### config.mk
export PLATFORM = sky130hd
export DESIGN_NAME = mem_arb
export DESIGN_NICKNAME = d
export VERILOG_FILES = /design/src/rtl/mem_arb.sv
export SDC_FILE = /design/constraint.sdc
export NUM_CORES = 1
export LEC_CHECK = 0
export ABC_AREA = 1
export CAP_MARGIN = 15
export CORE_UTILIZATION = 47
export DETAILED_ROUTE_END_ITERATION = 6
export HOLD_SLACK_MARGIN = 0.15
export PLACE_DENSITY = 0.84
export SLEW_MARGIN = 5
export SYNTH_ARGS = -nofsm -noshare
export SYNTH_HDL_FRONTEND = slang
export SYNTH_SLANG_ARGS = --single-unit
### constraint.sdc
create_clock -name clk -period 4.74 [get_ports clk]
set_input_delay 0.474 -clock clk [delete_from_list [all_inputs] [get_ports clk]]
set_output_delay 0.474 -clock clk [all_outputs]
set_load 0.01 [all_outputs]
### src/rtl/mem_arb.sv
// Memory arbiter between the fetch and data ports of the CPU. One access is in flight at a time.
// The memory side is latched at grant, and the access ends on m_ack or after TMO cycles without it.
module mem_arb #(
    parameter int AW  = 16,
    parameter int DW  = 16,
    parameter int TMO = 15
) (
    input  logic          clk,
    input  logic          n_rst,
    input  logic [4:0]    phase,
    input  logic          i_req,
    input  logic [AW-1:0] i_addr,
    input  logic          d_req,
    input  logic          d_we,
    input  logic [AW-1:0] d_addr,
    input  logic [DW-1:0] d_wdata,
    output logic          m_req,
    output logic          m_we,
    output logic [AW-1:0] m_addr,
    output logic [DW-1:0] m_wdata,
    input  logic          m_ack,
    input  logic [DW-1:0] m_rdata,
    output logic          i_done,
    output logic          d_done,
    output logic [DW-1:0] i_rdata,
    output logic [DW-1:0] d_rdata,
    output logic          stall,
    output logic          bus_err
);
    typedef enum logic [1:0] {IDLE, IACC, DACC} state_t;

    state_t     state, state_nxt;
    logic       iq, dq, grant_ok, tmo_hit;
    logic [7:0] cnt;

    assign iq       = i_req & phase[0];
    assign dq       = d_req & phase[3];
    // No grant while a done pulse is out, which forces one IDLE cycle between accesses.
    assign grant_ok = ~i_done & ~d_done;
    assign tmo_hit  = ~m_ack && (cnt == 8'(TMO - 1));
    assign m_req    = (state != IDLE);
    assign stall    = (iq | dq) & ~(i_done | d_done);

    always_comb begin
        state_nxt = state;
        case (state)
            IDLE: begin
                if (grant_ok) begin
                    if (dq)      state_nxt = DACC;
                    else if (iq) state_nxt = IACC;
                end
            end
            IACC, DACC: begin
                if (m_ack || tmo_hit) state_nxt = IDLE;
            end
            default: state_nxt = IDLE;
        endcase
    end

    always_ff @(posedge clk or negedge n_rst) begin
        if (!n_rst) begin
            state   <= IDLE;
            cnt     <= '0;
            m_we    <= 1'b0;
            m_addr  <= '0;
            m_wdata <= '0;
            i_done  <= 1'b0;
            d_done  <= 1'b0;
            i_rdata <= '0;
            d_rdata <= '0;
            bus_err <= 1'b0;
        end else begin
            state   <= state_nxt;
            i_done  <= 1'b0;
            d_done  <= 1'b0;
            bus_err <= 1'b0;
            case (state)
                IDLE: begin
                    if (state_nxt == DACC) begin
                        m_we    <= d_we;
                        m_addr  <= d_addr;
                        m_wdata <= d_wdata;
                        cnt     <= '0;
                    end else if (state_nxt == IACC) begin
                        m_we    <= 1'b0;
                        m_addr  <= i_addr;
                        m_wdata <= '0;
                        cnt     <= '0;
                    end
                end
                IACC, DACC: begin
                    if (m_ack) begin
                        if (state == DACC) begin
                            d_done <= 1'b1;
                            if (!m_we) d_rdata <= m_rdata;
                        end else begin
                            i_done  <= 1'b1;
                            i_rdata <= m_rdata;
                        end
                    end else if (tmo_hit) begin
                        bus_err <= 1'b1;
                        if (state == DACC) begin
                            d_done  <= 1'b1;
                            d_rdata <= '0;
                        end else begin
                            i_done  <= 1'b1;
                            i_rdata <= '0;
                        end
                    end else begin
                        cnt <= cnt + 8'd1;
                    end
                end
                default: ;
            endcase
        end
    end
endmodule
* Word-level counts from Yosys, hierarchy flattened *
Index checks and enable logic that the tools add are counted.
W data, S select, Z words.

word-level totals
  flip-flop bits (word level) = 78
  latch bits = 0
  memory bits (writable) = 0
  memory bits (read-only) = 0
  input bits = 75
  output and inout bits = 70
  word-level logic and storage cells = 79
  memories kept = 0

cells by class
  add/subtract/negate cells = 1
  multipliers = 0
  divide/modulo/power cells = 0
  magnitude comparators = 0
  equality and inequality tests = 9
  shift-type cells = 0
  multiplexer cells = 36
  bitwise operators = 11
  reductions and logical operators = 12

operators by type and width
  operator               number
  $mux W16               13
  $mux W8                4
  $pmux W8 S2            1
  $mux W1                13
  $add A8 B1 Y8 const B  1
  $eq A8 B4 Y1 const B   1
  $mux W2                4
  $reduce_and A4 Y1      2
  $reduce_bool A2 Y1     4
  $ne A2 B2 Y1 const B   3
  $not A1 Y1             5
  $and A1 B1 Y1          4
  $eq A2 B1 Y1 const B   2
  $eq A2 B2 Y1 const B   2
  $pmux W2 S2            1
  $ne A3 B3 Y1 const B   1
  $reduce_and A3 Y1      1
  $logic_not A2 Y1       1
  $or A1 B1 Y1           2
  $reduce_and A2 Y1      1
  $reduce_or A2 Y1       1
  $logic_and A1 B1 Y1    1
  $logic_or A1 B1 Y1     1

* Logic depth before layout (Yosys ltp) *
  depth after elaboration = 9
  mapped depth = 16
  mapped depth without buffers = 14

* Least setup slack after synthesis *
Ideal clock, no wire load.

  path type = register -> register
  start point = register state[1]
  end point = register cnt[6]
  library setup time = 118 ps
  arrival = 2403 ps
  data required time = 4622 ps
  path slack = 2219 ps
  stages on the path, launching flop included = 17
  buffers on the path = 3
  clock period less this slack = 2521 ps
  cell sequence = dfrtp_1 -> inv_1 -> ha_1 -> buf_4 -> inv_1 -> nor2_1 -> nand3_1 -> a21oi_1 -> inv_1 -> ha_1 -> or2_1 -> buf_6 -> o21ai_2 -> nand3_4 -> buf_6 -> nand2_1 -> o21ai_2

on the way
  elaborated cells between the ends (all ways) = 18
  classes of those cells = eq/ne (7); mux (7); reduce/logical (4)

RTL lines
  what                                                               RTL line  RTL
  start, declared                                                    32        state_t state, state_nxt;
  start signal, assigned                                             73        state <= state_nxt;
  $eq A2 B2 Y1 / $eq A2 B1 Y1 (equally long branches)                46        case (state)
  $reduce_or A2 Y1                                                   46
  $pmux W2 S2 (*)                                                    46
  net state_nxt[0]                                                   32
  $eq A2 B2 Y1 / $eq A2 B1 Y1 (equally long branches)                79, 84
  $ne A3 B3 Y1 (no line) / $mux W8 (equally long branches)           n/a
  $reduce_and A4 Y1 (no line) / $pmux W8 S2 (equally long branches)  n/a
  end signal, assigned                                               110       cnt <= cnt + 8'd1;
  end, declared                                                      34        logic [7:0] cnt;

The timed path passes the listed nets; every way through them passes the cells marked *.
A chain may end at the register's enable or synchronous reset.

* Worst setup path in the final report *
  start point = input m_ack
  end point = register m_addr[8]

on the way
  cells in the longest elaborated chain, start to end = 8
  elaborated cells between the ends (all ways) = 10
  classes of those cells = eq/ne (2); mux (3); bitwise (1); reduce/logical (4)

ends and longest elaborated chain
  what                                                 RTL line  RTL
  start, declared                                      21        input logic m_ack,
  $not A1 Y1                                           40        assign tmo_hit = ~m_ack && (cnt == 8'(TMO - 1));
  $logic_and A1 B1 Y1                                  40
  $logic_or A1 B1 Y1 (*)                               54        if (m_ack || tmo_hit) state_nxt = IDLE;
  $mux W2 (*)                                          54
  $pmux W2 S2 (*)                                      46
  net state_nxt[0]                                     32
  $eq A2 B2 Y1 / $eq A2 B1 Y1 (equally long branches)  79, 84
  $reduce_bool A2 Y1 (no line)                         n/a
  $reduce_and A2 Y1 (no line)                          n/a
  end signal, assigned                                 81        m_addr <= d_addr;
  end signal, assigned                                 86        m_addr <= i_addr;
  end, declared                                        19        output logic [AW-1:0] m_addr,

Marks and branches as above.

==> results.yml <==
power_and_ir_drop:
  switching_share_pct: 41.6
  internal_power_mw: 1.99
  power_leakage_nw: 2.29
  power_mw: 3.40
  p_sw_mw: 1.41
  pwr-share-clk_pct: 15.1
  power_frac_seq_pct: 32.4
  powerDensity_nw_per_um2: 652
  ir_worst_vdd_mv: 0.327
  pwr-share-comb_pct: 52.5
sta:
  post-route-period-util_pct: 60.5
  worstMarginPinSlew_ns: 0.967
  fin_worst_skew_ns: 0.0123
  rsz0062_at_grt: "no"
  final_hold_viol_count: 0
  timing.final.crit_period_ns: 2.87
  maxSlewHeadroom_pct: 35.6
  setup_ws_ns: 1.87
  max_freq_ghz: 0.349
  slew_violations: 0
  finalSetupViolations: 0
  fin_setup_tns_ns: 0
worst_setup_path:
  crit_type: "input pin to flop"
  crit_path_start: "m_ack"
  critical_path_arrival_ns: 3.14
  crit_chain: "clkdlybuf4s50_1, buf_4, nor2_1, nand3_1, a21oi_1, inv_1, ha_1, or2_1, buf_4, inv_2, nor2_1, a21oi_1"
  crit_fanout: 49
  r2r_cells: 13
  crit_slowest_cell: "clkdlybuf4s50_1"
  startpoint_type: "input pin"
  cp.required_ns: 5.01
  worst_setup_path_end_kind: "flop"
  reg2reg_from: "state[1]$_DFF_PN0_"
  cpPeakStageDelay_ns: 0.42
cts:
  post_cts_buffers: 0
  clk_pin_slew_worst_paths_ns: 0.08
  post_cts_resized: 0
  h-tree-depth: 3
  cts_tree: "built"
  cts_buffers: 9
  clock-sinks: 78
  ctsHoldBuffers: 0
  cts-root-buf: "clkbuf_8"
  worstSkewPairLatency_ns: 0.35
  clock_path_buffers: 2
synth:
  synth_commonest_cells: "nand2_1, dfrtp_1, a21oi_1, nand4_1"
  ys_warn_count: 0
  synth_cell_type_count: 24
  synth_ff_type: "dfrtp_1"
  postSynthAreaPerCell_um2: 8.59
  synth_top_area_share_pct: 54.3
  synth-async-reset-ratio_pct: 100
  syn_inst: 419
  syn_nets: 500
  yosys.area.top_type: "dfrtp_1"
  synth.cell_area_um2: 3600
  synth-seq-area-share_pct: 54.3
  synth_edf_count: 0
  ys_top_cells_by_area: "dfrtp_1, nand2_1, nand4_1"
  ys_seq_elements: 78
  synth_most_common_cell: "nand2_1"
routing:
  first_pass_iters: 5
  num_vias: 3396
  post_drt_wl_per_cell_um: 14.2
  ant_nets: 0
  drtIter0Drc: 155
  via_per_inst: 5.22
  drc_errors: 0
  routed_wl_mm: 9.25
placement:
  dp_hpwl_mm: 6.34
  io_buffer_count: 141
  gp_congestion: 0.775
  dpl_worst_slack_ns: 1.53
job:
  drv_cap: 0
floorplan:
  dieWidth_um: 89.5
  io-pin-count: 145
  die_h_um: 89.5
  initial_core_util_pct: 49.1
  die-area_um2: 8010
  core-area_um2: 7330
  row_count: 31
global_routing:
  grt_max_degree: 79
  gr-total-overflow: 0
  grt_pass1_wl_mm: 14.3
  grt_pass1_vias: 3007
  antenna_found_initial: 0
  grtUsageTotal_pct: 24.0
final_layout:
  area_delta_synth_final_pct: 45.0
  drive_gt1_share_pct: 6.16
  nNetsFinal: 628
  antenna_cells: 0
hold_path:
  min_path_type: "input pin to async pin"
status:
  status: "finished, final reports clean"
placed cells by master, fill, tap and decap left out:
master           Yosys  final
clkdlybuf4s50_1      0    140
nand2_1            129    129
dfrtp_1             78     78
a21oi_1             34     34
nand4_1             32     32
nor2_1              28     28
o21ai_0             28     28
nand3_1             16     16
inv_1               13     13
clkbuf_8             0     10
o21ai_1              8      8
o21ai_2              7      7
ha_1                 6      6
buf_4                1      5
clkinv_4             0      3
clkinv_1             2      2
inv_2                2      2
o21bai_1             2      2
nor3_2               1      1
nand3_2              1      1
or2_1                1      1
nand3_4              1      1
nand3b_1             1      1
or2_2                1      1
inv_6                0      1
clkinv_2             0      1
bufinv_16            0      1
per-layer routing:
metal / wire, µm / vias to the layer above / track usage (%) / part of all wire (%)
met2: 4190 / 164 / 35.9 / 45
met5: 0 / - / 0 / 0
met3: 951 / 14 / 8.22 / 10
met1: 3950 / 1562 / 31.8 / 43
met4: 159 / 0 / 10.2 / 1.7
li1: - / 1656 / - / -
cells by family after synthesis:
kind of cell	Yosys count	synth area share, %
buffers and inverters	45	6.02
flip-flops	78	54.3
AO/OA/AOI/OAI	79	11.9
adder cells (fa/ha/maj)	6	2.09
AND/OR/NAND/NOR	211	25.8
through the flow:
stage          util [%]  cells  area [µm²]  hold slack, ns
6_report           71.1    651        5220           0.264
5_1_grt            71.1    651        5220           0.365
4_1_cts            71.1    651        5220           0.310
3_5_place_dp       68.3    635        5010           0.458
3_3_place_gp       68.3    635        5010           0.455
2_1_floorplan         -    419        3600           0.178
power groups by stage:
stage	clock (mW)	combinational, mW	sequential, mW
detailed placement	0	1.79	1.11
floorplan	0	0.948	1.21
finish	0.512	1.78	1.10
global placement	0	1.74	1.10
global route	0.549	1.99	1.13
CTS	0.520	1.80	1.10
worst paths after layout:
path / endpoint / slack (ns)
max: m_addr[8]$_DFFE_PN0P_ / 1.87
min: i_rdata[3]$_DFFE_PN0P_ / 0.26
max reg2reg: m_addr[8]$_DFFE_PN0P_ / 1.92
min reg2reg: i_rdata[10]$_DFFE_PN0P_ / 0.48
max in group asynchronous: m_wdata[4]$_DFFE_PN0P_ / 3.83
min in group clk: i_rdata[10]$_DFFE_PN0P_ / 0.48
flip-flops by register name (all words and copies together), names as in the netlist:
signal and flops:
d_rdata 16, i_rdata 16, m_addr 16, m_wdata 16
cnt 8, state 2, bus_err 1, d_done 1
i_done 1, m_we 1
area by class of cell:
cell class	count	area (µm²)
Timing Repair Buffer	145	1440
Fill cell	534	2120
Inverter	17	63.8
Clock buffer	10	138
Sequential cell	78	1950
Clock inverter	6	70.1
Tap cell	99	124
Multi-Input combinational cell	296	1430
critical path, delay by kind of cell:
kind	cells	cell delay (ns)
simple gates	4	0.74
buf+inv	5	1.34
fa+ha+maj	1	0.27
compound gates	2	0.30
No activity file was read; power rests on OpenSTA's default activity.
==> RTL edit: new RTL, same flow settings <==
The parameter `AW` goes from 16 to 15.
--- a/src/rtl/mem_arb.sv
+++ b/src/rtl/mem_arb.sv
@@ -3,3 +3,3 @@
 module mem_arb #(
-    parameter int AW  = 16,
+    parameter int AW  = 15,
     parameter int DW  = 16,
Ports: changed (resized d_addr, i_addr and m_addr); port bits go from 145 to 142. The function was not compared with the original's and may differ.
==> RTL edit against the unedited design <==
Worst setup slack got worse by 0.42 ns; hold slack got worse by 0.019 ns; highest routed layer unchanged; sequential cell count down 1; combinational power about the same; routed wire length rose by 5.7%; design area decreased by 1.5%; area after synthesis fell by 1.0%; power up 0.17%.
==> RTL edit: results (changes against the unedited design) <==
Hold Fails Final Rpt: 0 (unchanged)
Final GP Congestion: 0.833 (+7.4%)
clk buf depth: 2 (unchanged)
Leak Pwr: 2.26 nW (-1.5%)
Worst Path Arrival: 3.53 ns (+0.39 ns)
number of setup buffers added after CTS: 0 (unchanged)
Clk pin slew, worst setup/hold paths: 0.08 ns (about the same)
delay-heaviest family, CP: simple AND/OR/NAND/NOR gates
nets@finish: 615 (-2.1%)
Routed Antenna Nets: 0 (unchanged)
DR iter-0 viols: 140 (-9.7%)
initial antenna violation count: 0 (unchanged)
Worst Path Max Fanout: 49 (unchanged)
Slew headroom: 0.356 (+0.000507)
Reg2Reg Depth: 16 (+3)
Synth top cells by count: 127 x nand2_1, 77 x dfrtp_1, 33 x nand4_1
Seq/Total Area, Yosys: 0.541 (-0.00131)
Resize count post-CTS: 0 (unchanged)
Synth area leaders: dfrtp_1 54%, nand2_1 13%, nand4_1 5.8%
biggest regs: d_rdata x16, i_rdata x16, m_wdata x16
status: complete, no violations
YS warnings: 0 (unchanged)
DRT Pass-1 Iters: 4 (-1)
crit-path max cell delay: 0.43 ns
# fillers: 554 (+3.7%)
worst vdd ir: 392 uV (+20%)
total CTS buffers: 9 (unchanged)
vias in the first global route: 3191 (+6.1%)
min-delay worst type: primary input to async pin
Top FF cell, synth: dfrtp_1
mean routed wirelength per cell: 15.3 microns (+7.5%)
I/O Buffers: 138 (-2.1%)
fraction of synthesis flops using an asynchronous set or reset pin: 1.00 (unchanged)
slowest CP cell: dfrtp_1
Util after Layout: 0.705 (-0.00668)
layout cells sized above 1: 0.0665 (+0.00495)
Synth cell types: 26 (+8.3%)
Clk Tree Root Cell: clkbuf_8
first-pass GRT wire length: 14800 microns (+2.9%)
DP Worst Slack: 1.41 ns (-0.119 ns)
final setup skew: 0.0117 ns (-0.000571 ns)
post-DP HPWL: 6850 microns (+8.0%)
DR vias/cell: 5.26 (+0.76%)
GRT Overall Usage: 0.246 (+0.00682)
largest net degree at the start of global routing: 78 (-1.3%)
Synth Net Count: 489 (-2.2%)
Clk Latency, worst-skew pair: 0.36 ns
Cell Area, Placed: 4920 sq um (-1.7%)
## RTL edit: changes by cell type after synthesis, sizes merged, moves of 2 or more
cell and change:
nor2 -2, nand3 -5, clkbuf -5, buf +3, a21oi -2
## RTL edit: worst paths after layout
check	from	to	slack [ns]
max	state[1]	cnt[5]	1.45
min	n_rst	m_addr[11]	0.24
max reg2reg	state[1]	cnt[5]	1.45
min reg2reg	i_rdata[12]	i_rdata[12]	0.48
max in group asynchronous	n_rst	i_rdata[0]	3.85
min in group clk	i_rdata[12]	i_rdata[12]	0.48
## RTL edit: worst register-to-register path: cells and delay by family, from the launching register on
kind	cells	cell delay (ns)
AO/OA/AOI/OAI	2	0.23
buffers and inverters	4	0.50
AND/OR/NAND/NOR	8	1.44
adder cells (fa/ha/maj)	2	0.57
flip-flops	1	0.43
## RTL edit: power by group
group | leakage, nW | internal, W | switching [W]
Clock | 0.100 | 0.000299 | 0.000247
Sequential | 0.976 | 0.000932 | 0.000152
Combinational | 1.18 | 0.000767 | 0.00101
Total | 2.26 | 0.00200 | 0.00141
## RTL edit: routing by layer
layer  GRT usage  up-vias  routed length (microns)
met3      0.0849       18                      864
li1            -     1626                        -
met2       0.413      123                     4650
met5           0        -                        0
met1       0.288     1597                     4020
met4       0.111        0                      240
## RTL edit: kinds of logic (layout without fill, tap and decap cells)
| group | Yosys count | in the layout | synth area share |
|---|---|---|---|
| AO/OA/AOI/OAI | 77 | 77 | 0.116 |
| flip-flops | 77 | 77 | 0.541 |
| AND/OR/NAND/NOR | 205 | 205 | 0.254 |
| adder cells (fa/ha/maj) | 6 | 6 | 0.0211 |
| XOR/XNOR | 1 | 1 | 0.00246 |
| buffers and inverters | 44 | 175 | 0.0643 |
## RTL edit: final cells by class
| type | count | share of cell area |
|---|---|---|
| inverters | 18 | 0.0131 |
| clock inverters | 5 | 0.0163 |
| repair buffers | 141 | 0.273 |
| clock buffers | 11 | 0.0256 |
| flip-flops and latches | 77 | 0.375 |
| multi-input cells | 289 | 0.273 |
| well taps | 99 | 0.0241 |
## RTL edit: stage by stage
stage	instances	hold WS, ns
5_1_grt	640	0.335
6_report	640	0.245
3_5_place_dp	624	0.457
2_1_floorplan	410	0.178
3_3_place_gp	624	0.453
4_1_cts	640	0.295
